--- src/rtl/mc_datapath_mul.sv ---
`default_nettype none
// ============================================================================
// Module   : mc_datapath_mul
// Brief    : Multicycle ARM-subset datapath with a shift-add multiplier.
//            Define MC_DATAPATH_MLA_EN to seed the accumulator from ALUOut.
// Revision : 1.0
// ============================================================================
module mc_datapath_mul #(
    parameter int XLEN = 32
) (
    input  logic            clk,
    input  logic            reset,
    output logic [XLEN-1:0] Adr,
    output logic [XLEN-1:0] WriteData,
    input  logic [XLEN-1:0] ReadData,
    output logic [31:0]     Instr,
    output logic [3:0]      ALUFlags,
    input  logic            PCWrite,
    input  logic            RegWrite,
    input  logic            IRWrite,
    input  logic            AdrSrc,
    input  logic [1:0]      RegSrc,
    input  logic            ALUSrcA,
    input  logic [1:0]      ALUSrcB,
    input  logic [1:0]      ResultSrc,
    input  logic [1:0]      ImmSrc,
    input  logic [2:0]      ALUControl,
    input  logic            MulStart,
    output logic            MulBusy,
    output logic            MulDone
);

    localparam int        c_cw   = $clog2(XLEN);
    localparam [c_cw-1:0] c_last = c_cw'(XLEN - 1);

    localparam logic [1:0] S_IDLE = 2'd0;
    localparam logic [1:0] S_RUN  = 2'd1;
    localparam logic [1:0] S_DONE = 2'd2;

    logic [XLEN-1:0] r_pc, r_data, r_a, r_wd, r_aluout, r_mulout;
    logic [31:0]     r_instr;
    logic [XLEN-1:0] r_rf [0:14];
    logic [1:0]      r_state, w_state_nxt;
    logic [XLEN-1:0] r_mcand, r_mplier, r_acc;
    logic [c_cw-1:0] r_cnt;

    logic [XLEN-1:0] w_result, w_rd1, w_rd2, w_srca, w_srcb, w_extimm, w_alu;
    logic [XLEN-1:0] w_b_eff, w_acc_nxt;
    logic [XLEN:0]   w_addsub;
    logic [31:0]     w_ext32, w_rd32;
    logic [3:0]      w_ra1, w_ra2, w_wa;
    logic            w_sub, w_c, w_v, w_busy, w_done;

    // ------------------------------------------------------------------
    // Width adaption between the 32-bit instruction world and XLEN
    // ------------------------------------------------------------------
    generate
        if (XLEN == 32) begin : g_w_eq
            assign w_extimm = w_ext32;
            assign w_rd32   = ReadData;
        end else if (XLEN > 32) begin : g_w_wide
            assign w_extimm = {{(XLEN-32){w_ext32[31]}}, w_ext32};
            assign w_rd32   = ReadData[31:0];
        end else begin : g_w_narrow
            assign w_extimm = w_ext32[XLEN-1:0];
            assign w_rd32   = {{(32-XLEN){1'b0}}, ReadData};
        end
    endgenerate

    // Bit 31 is the sign of every mode, so one sign-extension covers them all
    always_comb begin
        w_ext32 = 32'd0;
        case (ImmSrc)
            2'b00:   w_ext32 = {24'd0, r_instr[7:0]};
            2'b01:   w_ext32 = {20'd0, r_instr[11:0]};
            2'b10:   w_ext32 = {{6{r_instr[23]}}, r_instr[23:0], 2'b00};
            default: w_ext32 = 32'd0;
        endcase
    end

    always_comb begin
        w_result = r_aluout;
        case (ResultSrc)
            2'b00:   w_result = r_aluout;
            2'b01:   w_result = r_data;
            2'b10:   w_result = w_alu;
            default: w_result = r_mulout;
        endcase
    end

    assign w_ra1 = RegSrc[0] ? 4'd15 : r_instr[19:16];
    assign w_ra2 = RegSrc[1] ? r_instr[15:12] : r_instr[3:0];
    assign w_wa  = (r_instr[7:4] == 4'b1001) ? r_instr[19:16] : r_instr[15:12];
    assign w_rd1 = (w_ra1 == 4'd15) ? w_result : r_rf[w_ra1];
    assign w_rd2 = (w_ra2 == 4'd15) ? w_result : r_rf[w_ra2];

    assign w_srca = ALUSrcA ? r_pc : r_a;
    always_comb begin
        w_srcb = '0;
        case (ALUSrcB)
            2'b00:   w_srcb = r_wd;
            2'b01:   w_srcb = w_extimm;
            2'b10:   w_srcb = XLEN'(4);
            default: w_srcb = '0;
        endcase
    end

    // Subtract is a + ~b + 1, so carry-out doubles as no-borrow
    assign w_sub    = (ALUControl == 3'b001);
    assign w_b_eff  = w_sub ? ~w_srcb : w_srcb;
    assign w_addsub = {1'b0, w_srca} + {1'b0, w_b_eff} + {{XLEN{1'b0}}, w_sub};

    always_comb begin
        w_alu = w_srcb;
        w_c   = 1'b0;
        w_v   = 1'b0;
        case (ALUControl)
            3'b000, 3'b001: begin
                w_alu = w_addsub[XLEN-1:0];
                w_c   = w_addsub[XLEN];
                w_v   = (w_srca[XLEN-1] == w_b_eff[XLEN-1]) &&
                        (w_addsub[XLEN-1] != w_srca[XLEN-1]);
            end
            3'b010:  w_alu = w_srca & w_srcb;
            3'b011:  w_alu = w_srca | w_srcb;
            3'b100:  w_alu = w_srca ^ w_srcb;
            default: w_alu = w_srcb;
        endcase
    end

    assign ALUFlags  = {w_alu[XLEN-1], (w_alu == '0), w_c, w_v};
    assign Adr       = AdrSrc ? w_result : r_pc;
    assign WriteData = r_wd;
    assign Instr     = r_instr;

    always_ff @(posedge clk) begin
        if (reset) begin
            r_pc     <= '0;
            r_instr  <= '0;
            r_data   <= '0;
            r_a      <= '0;
            r_wd     <= '0;
            r_aluout <= '0;
        end else begin
            if (PCWrite) r_pc    <= w_result;
            if (IRWrite) r_instr <= w_rd32;
            r_data   <= ReadData;
            r_a      <= w_rd1;
            r_wd     <= w_rd2;
            r_aluout <= w_alu;
        end
    end

    always_ff @(posedge clk) begin
        if (RegWrite && (w_wa != 4'd15)) r_rf[w_wa] <= w_result;
    end

    // ------------------------------------------------------------------
    // Multiplier control
    // ------------------------------------------------------------------
    always_ff @(posedge clk) begin
        if (reset) r_state <= S_IDLE;
        else       r_state <= w_state_nxt;
    end

    always_comb begin
        w_state_nxt = r_state;
        w_busy      = 1'b0;
        w_done      = 1'b0;
        case (r_state)
            S_IDLE: if (MulStart) w_state_nxt = S_RUN;
            S_RUN: begin
                w_busy = 1'b1;
                if (r_cnt == c_last) w_state_nxt = S_DONE;
            end
            S_DONE: begin
                w_done      = 1'b1;
                w_state_nxt = S_IDLE;
            end
            default: w_state_nxt = S_IDLE;
        endcase
    end

    assign MulBusy   = w_busy;
    assign MulDone   = w_done;
    assign w_acc_nxt = r_acc + (r_mplier[0] ? r_mcand : '0);

    always_ff @(posedge clk) begin
        if (reset) begin
            r_mcand  <= '0;
            r_mplier <= '0;
            r_acc    <= '0;
            r_cnt    <= '0;
            r_mulout <= '0;
        end else if ((r_state == S_IDLE) && MulStart) begin
            r_mcand  <= r_a;
            r_mplier <= r_wd;
`ifdef MC_DATAPATH_MLA_EN
            r_acc    <= r_aluout;
`else
            r_acc    <= '0;
`endif
            r_cnt    <= '0;
        end else if (r_state == S_RUN) begin
            r_acc    <= w_acc_nxt;
            r_mcand  <= r_mcand << 1;
            r_mplier <= r_mplier >> 1;
            r_cnt    <= r_cnt + c_cw'(1);
            if (r_cnt == c_last) r_mulout <= w_acc_nxt;
        end
    end

endmodule
`default_nettype wire

--- config.mk ---
export PLATFORM = sky130hd
export DESIGN_NAME = mc_datapath_mul
export DESIGN_NICKNAME = d
export VERILOG_FILES = /design/src/rtl/mc_datapath_mul.sv
export SDC_FILE = /design/constraint.sdc
export NUM_CORES = 2
export LEC_CHECK = 0
export BUFFER_PORTS_ARGS = -buffer_cell sky130_fd_sc_hd__buf_4
export CORE_UTILIZATION = 40
export CTS_BUF_LIST = sky130_fd_sc_hd__clkbuf_4 sky130_fd_sc_hd__clkbuf_8
export CTS_CLUSTER_DIAMETER = 30
export DETAILED_ROUTE_END_ITERATION = 7
export PLACE_DENSITY_LB_ADDON = 0.08
export SETUP_SLACK_MARGIN = 0.1
export SLEW_MARGIN = 20
export SYNTH_ARGS = -nofsm -noshare
export SYNTH_HDL_FRONTEND = slang
export SYNTH_SLANG_ARGS = --single-unit
--- constraint.sdc ---
create_clock -name clk -period 10.35 [get_ports clk]
set_input_delay 1.5525 -clock clk [delete_from_list [all_inputs] [get_ports clk]]
set_output_delay 1.5525 -clock clk [all_outputs]
set_load 0.1 [all_outputs]
# After elaboration in Yosys (flattened, before gate mapping)
# Memory sizes are Yosys's and may differ from the RTL's.
# Cells that the tools add are included.
classes:
  n_addsub: 4
  n_eq_ne: 21
  muxes: 26
  n_bitwise: 5
  n_reduce_logical: 14
op_table:
  columns: ["op", "n"]
  rows:
  - ["2-to-1 mux 32 bit", 10]
  - ["one-hot mux 32 bit (3 select lines)", 3]
  - ["one-hot mux 32 bit (4 select lines)", 1]
  - ["adder 32 x 32 -> 33 bit", 1]
  - ["adder 33 x 1 -> 33 bit", 1]
  - ["adder 32 bit", 1]
  - ["bitwise AND 32 bit", 1]
  - ["logical NOT 32 bit", 1]
  - ["NOT 32 bit", 1]
  - ["OR 32 bit", 1]
  - ["bitwise XOR 32 bit", 1]
  - ["== test 4 bit (second input constant)", 3]
  - ["2-to-1 mux 4 bit", 3]
  - ["== test 2 x 1 -> 1 bit (second input constant)", 4]
  - ["== test 2 bit (second input constant)", 4]
  - ["logical NOT 2 bit", 4]
  - ["== test 3 x 2 -> 1 bit (second input constant)", 2]
  - ["2-to-1 mux 1 bit", 6]
  - ["adder 5 x 1 -> 5 bit (second input constant)", 1]
  - ["== test 5 bit (second input constant)", 1]
  - ["2-to-1 mux 2 bit", 2]
  - ["!= test 2 bit (second input constant)", 2]
  - ["!= test 4 bit (second input constant)", 1]
  - ["one-hot mux 2 bit (2 select lines)", 1]
  - ["other kinds (11)", 14]
totals:
  regBits: 327
  mem_bits_rw: 480
  input_bits: 51
  output_inout_bits: 102
  word_cells: 83
  mem_count: 1
memory_table:
  columns: ["memory", "words", "word_bits", "read_ports", "rd_clocked_by_memory_dff", "wr", "line_no", "source"]
  rows:
  - ["r_rf", 15, 32, 2, 0, 1, "42", "logic [XLEN-1:0] r_rf [0:14];"]

# Depth between registers and ports, before layout
logic_depth:
  depth_word: 10
  depth_mapped: 22
  depth_no_buf: 18

# Least setup slack after synthesis
# OpenSTA, ideal clock, no wires.
synth_path:
  path_kind: "input-to-output"
  startpoint: "in ALUSrcB[1]"
  endpoint: "out ALUFlags[2]"
  t_arrival_ns: 7.504
  t_required_ns: 8.797
  path_slack_ns: 1.294
  stages: 18
  path_buffers: 3
  cell_sequence: "buf_6 nor4bb_1 clkbuf_1 buf_1 a32oi_1 nand2_1 xnor2_1 ha_1 and3_1 nor4b_1 or4_1 and3_1 nor3_1 nand2b_1 nor4_1 and4b_1 nand4_1 nor3_1"
synth_via:
  elab_chain_cells: 8
  elab_cells_between_ends: 13
  cone_classes: "add/sub: 2; eq/ne: 2; mux: 3; bitwise: 4; reduce/logical: 2"
synth_rtl:
  columns: ["item", "line_no", "source"]
  rows:
  - ["from (decl)", "24", "input logic [1:0] ALUSrcB,"]
  - ["== test 2 bit, or another cell as far along", "100", "case (ALUSrcB)"]
  - ["one-hot mux 32 bit (3 select lines) *", "100", null]
  - ["NOT 32 bit", "110", "assign w_b_eff = w_sub ? ~w_srcb : w_srcb;"]
  - ["2-to-1 mux 32 bit", "110", null]
  - ["adder 32 x 32 -> 33 bit", "111", "assign w_addsub = {1'b0, w_srca} + {1'b0, w_b_eff} + {{XLEN{1'b0}}, w_sub};"]
  - ["adder 33 x 1 -> 33 bit", "111", null]
  - ["one-hot mux 32 bit (4 select lines) *", "117", "case (ALUControl)"]
  - ["logical NOT 32 bit *", "131", "assign ALUFlags = {w_alu[XLEN-1], (w_alu == '0), w_c, w_v};"]
  - ["to (decl)", "17", "output logic [3:0] ALUFlags,"]
# Mark *: on every way between the ends. The rest lies on a longest branch, timed or not.

# Worst setup path after layout
layout_path:
  startpoint: "in ALUControl[0]"
  endpoint: "out Adr[30]"
layout_via:
  elab_chain_cells: 7
  elab_cells_between_ends: 12
  cone_classes: "add/sub: 2; eq/ne: 4; mux: 4; reduce/logical: 2"
layout_rtl:
  columns: ["item", "line_no", "source"]
  rows:
  - ["from (decl)", "27", "input logic [2:0] ALUControl,"]
  - ["== test 3 x 1 -> 1 bit", "109, 117", null]
  - ["2-to-1 mux 32 bit", "110", null]
  - ["adder 32 x 32 -> 33 bit", "111", null]
  - ["adder 33 x 1 -> 33 bit", "111", null]
  - ["one-hot mux 32 bit (4 select lines) *", "117", null]
  - ["one-hot mux 32 bit (3 select lines) *", "83", "case (ResultSrc)"]
  - ["net w_result[30]", "47", "logic [XLEN-1:0] w_result, w_rd1, w_rd2, w_srca, w_srcb, w_extimm, w_alu;"]
  - ["2-to-1 mux 32 bit *", "132", "assign Adr = AdrSrc ? w_result : r_pc;"]
  - ["to (decl)", "13", "output logic [XLEN-1:0] Adr,"]
# Mark *: on every way through the listed nets, which the timed path passes. The rest lies on a longest branch.

==> key figures <==
STA
  • Slew Limit Headroom: 28.85%
  • Worst slew pin tran: 1067 ps
  • Slew Viols, Final: 0
  • Worst setup margin: 1643 ps
  • Post-Route Setup TNS: 0 ps
  • Fin crit share: 84.12%
  • Achievable Freq: 0.1149 GHz
  • Hold Slack: 452.5 ps
  • Tmin final: 8707 ps
  • Final Hold Fails: 0
  • RSZ-0062 raised after global routing: no
  • Final Skew: 35.04 ps
  • Final setup viols: 0

Critical path
  • Cell family with most CP delay: compound AO/OA/AOI/OAI gates
  • Crit path cell chain: buf_4 > or3b_2 > buf_4 > xor2_1 > ha_1 > a211oi_1 > o211ai_1 > a221oi_1 > a31oi_1 > o21ai_0 > a21oi_1 > o31ai_1 > a21bo_2 > mux2_2 > buf_4
  • Buffers and inverters on the worst path: 3
  • Reg-to-Reg Start: Instr[3]
  • CP Data Arrival Time: 7150 ps
  • Crit path required time: 8800 ps
  • CP Capture Type: primary output
  • R2R setup slack: 5000 ps
  • Reg-to-Reg End: r_rf[6][31]
  • Most used cell, CP: buf_4
  • Crit Path Category: input port to primary output
  • CP Launch Type: input port
  • R2R depth: 12
  • Critical path's slowest cell: or3b_2
  • Max stage delay on crit path: 720 ps
  • Worst Path Max Fanout: 41
  • Crit path launch: ALUControl[0]

Power and ir drop
  • Static Leak: 18.60 nW
  • Pwr Density: 192.7 nW/µm²
  • VDD IR-drop max: 0.0001193 V
  • Final Power: 9.483 mW

Synthesis
  • Post-synthesis sequential area ratio: 49.71%
  • Synth warnings: 0
  • Synth top area share: 34.18%
  • Top cells by area, synth: edfxtp_1 (34%), dfxtp_1 (16%), nand2_1 (5.5%), mux2i_1 (4.6%), ha_1 (3.8%)
  • Mapped Area: 42170 µm²
  • Ys flop type: edfxtp_1
  • Synth Register Bits: 807
  • Syn nets: 4366
  • Gate Count Post-Synth: 4185
  • Leading area contributor after synthesis: edfxtp_1
  • Post-synth ARST share: 0%
  • Post-synth EDFFs: 480
  • Post-synth cell types: 89
  • Syn Area/Cell: 10.08 µm²

Routing
  • Routed WL: 155500 µm
  • Routed Antenna Nets: 0
  • DRC: 0
  • Vias per cell: 5.907
  • DR vias: 34.37k
  • Routed wire length per instance: 26.72 µm
  • 1st-iter DRT viols: 3341
  • Pre-antenna DRT Iters: 6

Cells and area
  • Final instance area: 49200 µm²
  • Layout net count: 4457
  • Fill count: 9785
  • Most flops, register: r_rf
  • Multi-input logic area: 19840 µm²
  • Util after Layout: 47.27%
  • Max reg flops: 480
  • Layout cells sized above 1: 18.03%
  • FF/Latch Area: 20980 µm²
  • Area grow syn2layout: 16.68%
  • Fin cells: 5818

Place
  • Post-DP HPWL: 96570 µm
  • Placed insts: 5465
  • Placer Congestion: 0.9123
  • Buffers on Ports: 152
  • Placed inst area: 44710 µm²
  • Pre-CTS WS: 1717 ps

Clock network
  • Clk_lat worst skew: 860 ps
  • H-tree Lvls: 4
  • CTS tree: yes
  • Root Buffer Master: clkbuf_8
  • Clk buf depth: 3
  • Post-CTS sizing: 0
  • Clock transition at path regs: 50 ps
  • CTS sink cnt: 807
  • CTS Buf Count: 189
  • Hold buffers post-CTS: 0
  • Postcts setup bufs: 0

Global route
  • Tot GR Track Use: 28.60%
  • Vias in the first global route: 33.32k
  • Largest net degree at the start of global routing: 174
  • Initial antenna violation count: 6
  • First-pass GRT wire length: 224000 µm
  • Total grt overflow: 0

Floorplan
  • Die Y: 326.7 µm
  • Row cnt: 118
  • Core Area: 104100 µm²
  • Initial core utilization: 40.51%
  • I/O Pins: 153
  • Die Area: 106700 µm²
  • Die width: 326.7 µm

Run status
  • Status: finished clean

Min path
  • Hold Startpoint: r_mplier[2]
  • Worst hold path type: flip-flop to flip-flop
  • Worst Hold End: r_mplier[2]
  • Worst Hold Path Cells: 2

Run
  • Max-Cap Viols: 0
==> layout make-up <==
cell class,instances,area share [%]
Sequential cell,807,42.63
Tap cell,1380,3.509
Clock inverter,118,2.924
Antenna cell,2,0.01017
Timing Repair Buffer,235,3.652
Inverter,97,0.7426
Clock buffer,233,6.200
Multi-Input combinational cell,2946,40.33
==> routing by layer <==
metal	global-route usage [%]	routed length [µm]
met2	45.41	71450
met3	5.666	11770
met1	38.93	67960
met4	9.579	4253
met5	0	43
==> logic make-up (layout without fill, tap and decap cells) <==
logic type               Yosys count  in the layout  share of synthesized area [%]
buffers and inverters            432            683                          3.893
XOR/XNOR                          69             69                          1.433
flip-flops                       807            807                          49.71
adder cells (fa/ha/maj)          130            130                          3.893
multiplexers                     364            364                          10.52
other                              0              2                              0
AND/OR/NAND/NOR                 1410           1410                          14.95
AO/OA/AOI/OAI                    973            973                          15.61
==> worst min-delay path, delay by kind of cell (launching register included) <==
family             cells  cell delay, ps
DFF                    1             300
AOI/OAI and AO/OA      1              50
and+or+nand+nor        1              50
==> synthesized netlist by cell type, types with 17 or more instances <==
| cell type | instances |
|---|---|
| a31oi_1 | 75 |
| a21o_1 | 22 |
| and2_1 | 37 |
| nor2_1 | 319 |
| mux4_2 | 51 |
| a311o_1 | 31 |
| clkbuf_1 | 281 |
| a211oi_1 | 85 |
| dfxtp_1 | 327 |
| xor2_1 | 38 |
| inv_1 | 95 |
| a21oi_1 | 293 |
| nand2_1 | 623 |
| a221oi_1 | 17 |
| ha_1 | 128 |
| nor3_1 | 91 |
| o22ai_1 | 33 |
| o221ai_1 | 73 |
| xnor2_1 | 31 |
| o21ai_0 | 89 |
| mux2_2 | 119 |
| edfxtp_1 | 480 |
| a22oi_1 | 105 |
| and3_1 | 43 |
| buf_1 | 49 |
| a311oi_1 | 34 |
| nand4_1 | 23 |
| nor2b_1 | 80 |
| nand3_1 | 117 |
| mux2i_1 | 193 |
==> worst max path at each step <==
stage	endpoint	slack [ps]	cells past startpoint
3_3_place_gp	Adr[22]	1770	14
4_1_cts	Adr[21]	1700	17
3_5_place_dp	Adr[21]	1720	17
5_1_grt	Adr[21]	1370	17
6_report	Adr[30]	1640	15
2_1_floorplan	ALUFlags[2]	1290	18
==> power breakdown <==
group	switching, mW	total, mW	internal (mW)
registers	0.123	3.67	3.55
logic	1.07	1.49	0.414
clock network	1.59	4.32	2.73
total	2.79	9.48	6.70
==> placed cells by master (no fill, tap or decap), drive strengths merged, types with 13 or more instances in the layout <==
cell type  instances
bufinv            31
a21boi            16
buf              235
ha               128
o21ai             91
nor2b             80
xnor2             31
a21o              22
a221oi            18
and2              40
mux4              51
mux2i            193
a211oi            86
o211ai            13
a22oi            105
nand4             23
a311oi            34
a31oi             75
clkinv            72
clkbuf           233
a21oi            295
nand2            623
edfxtp           480
o221ai            73
and3              43
xor2              38
dfxtp            327
a311o             31
mux2             120
nor2             319
nor3              91
nand3            117
inv              102
o22ai             33
Power figures use the tool's default switching activity.
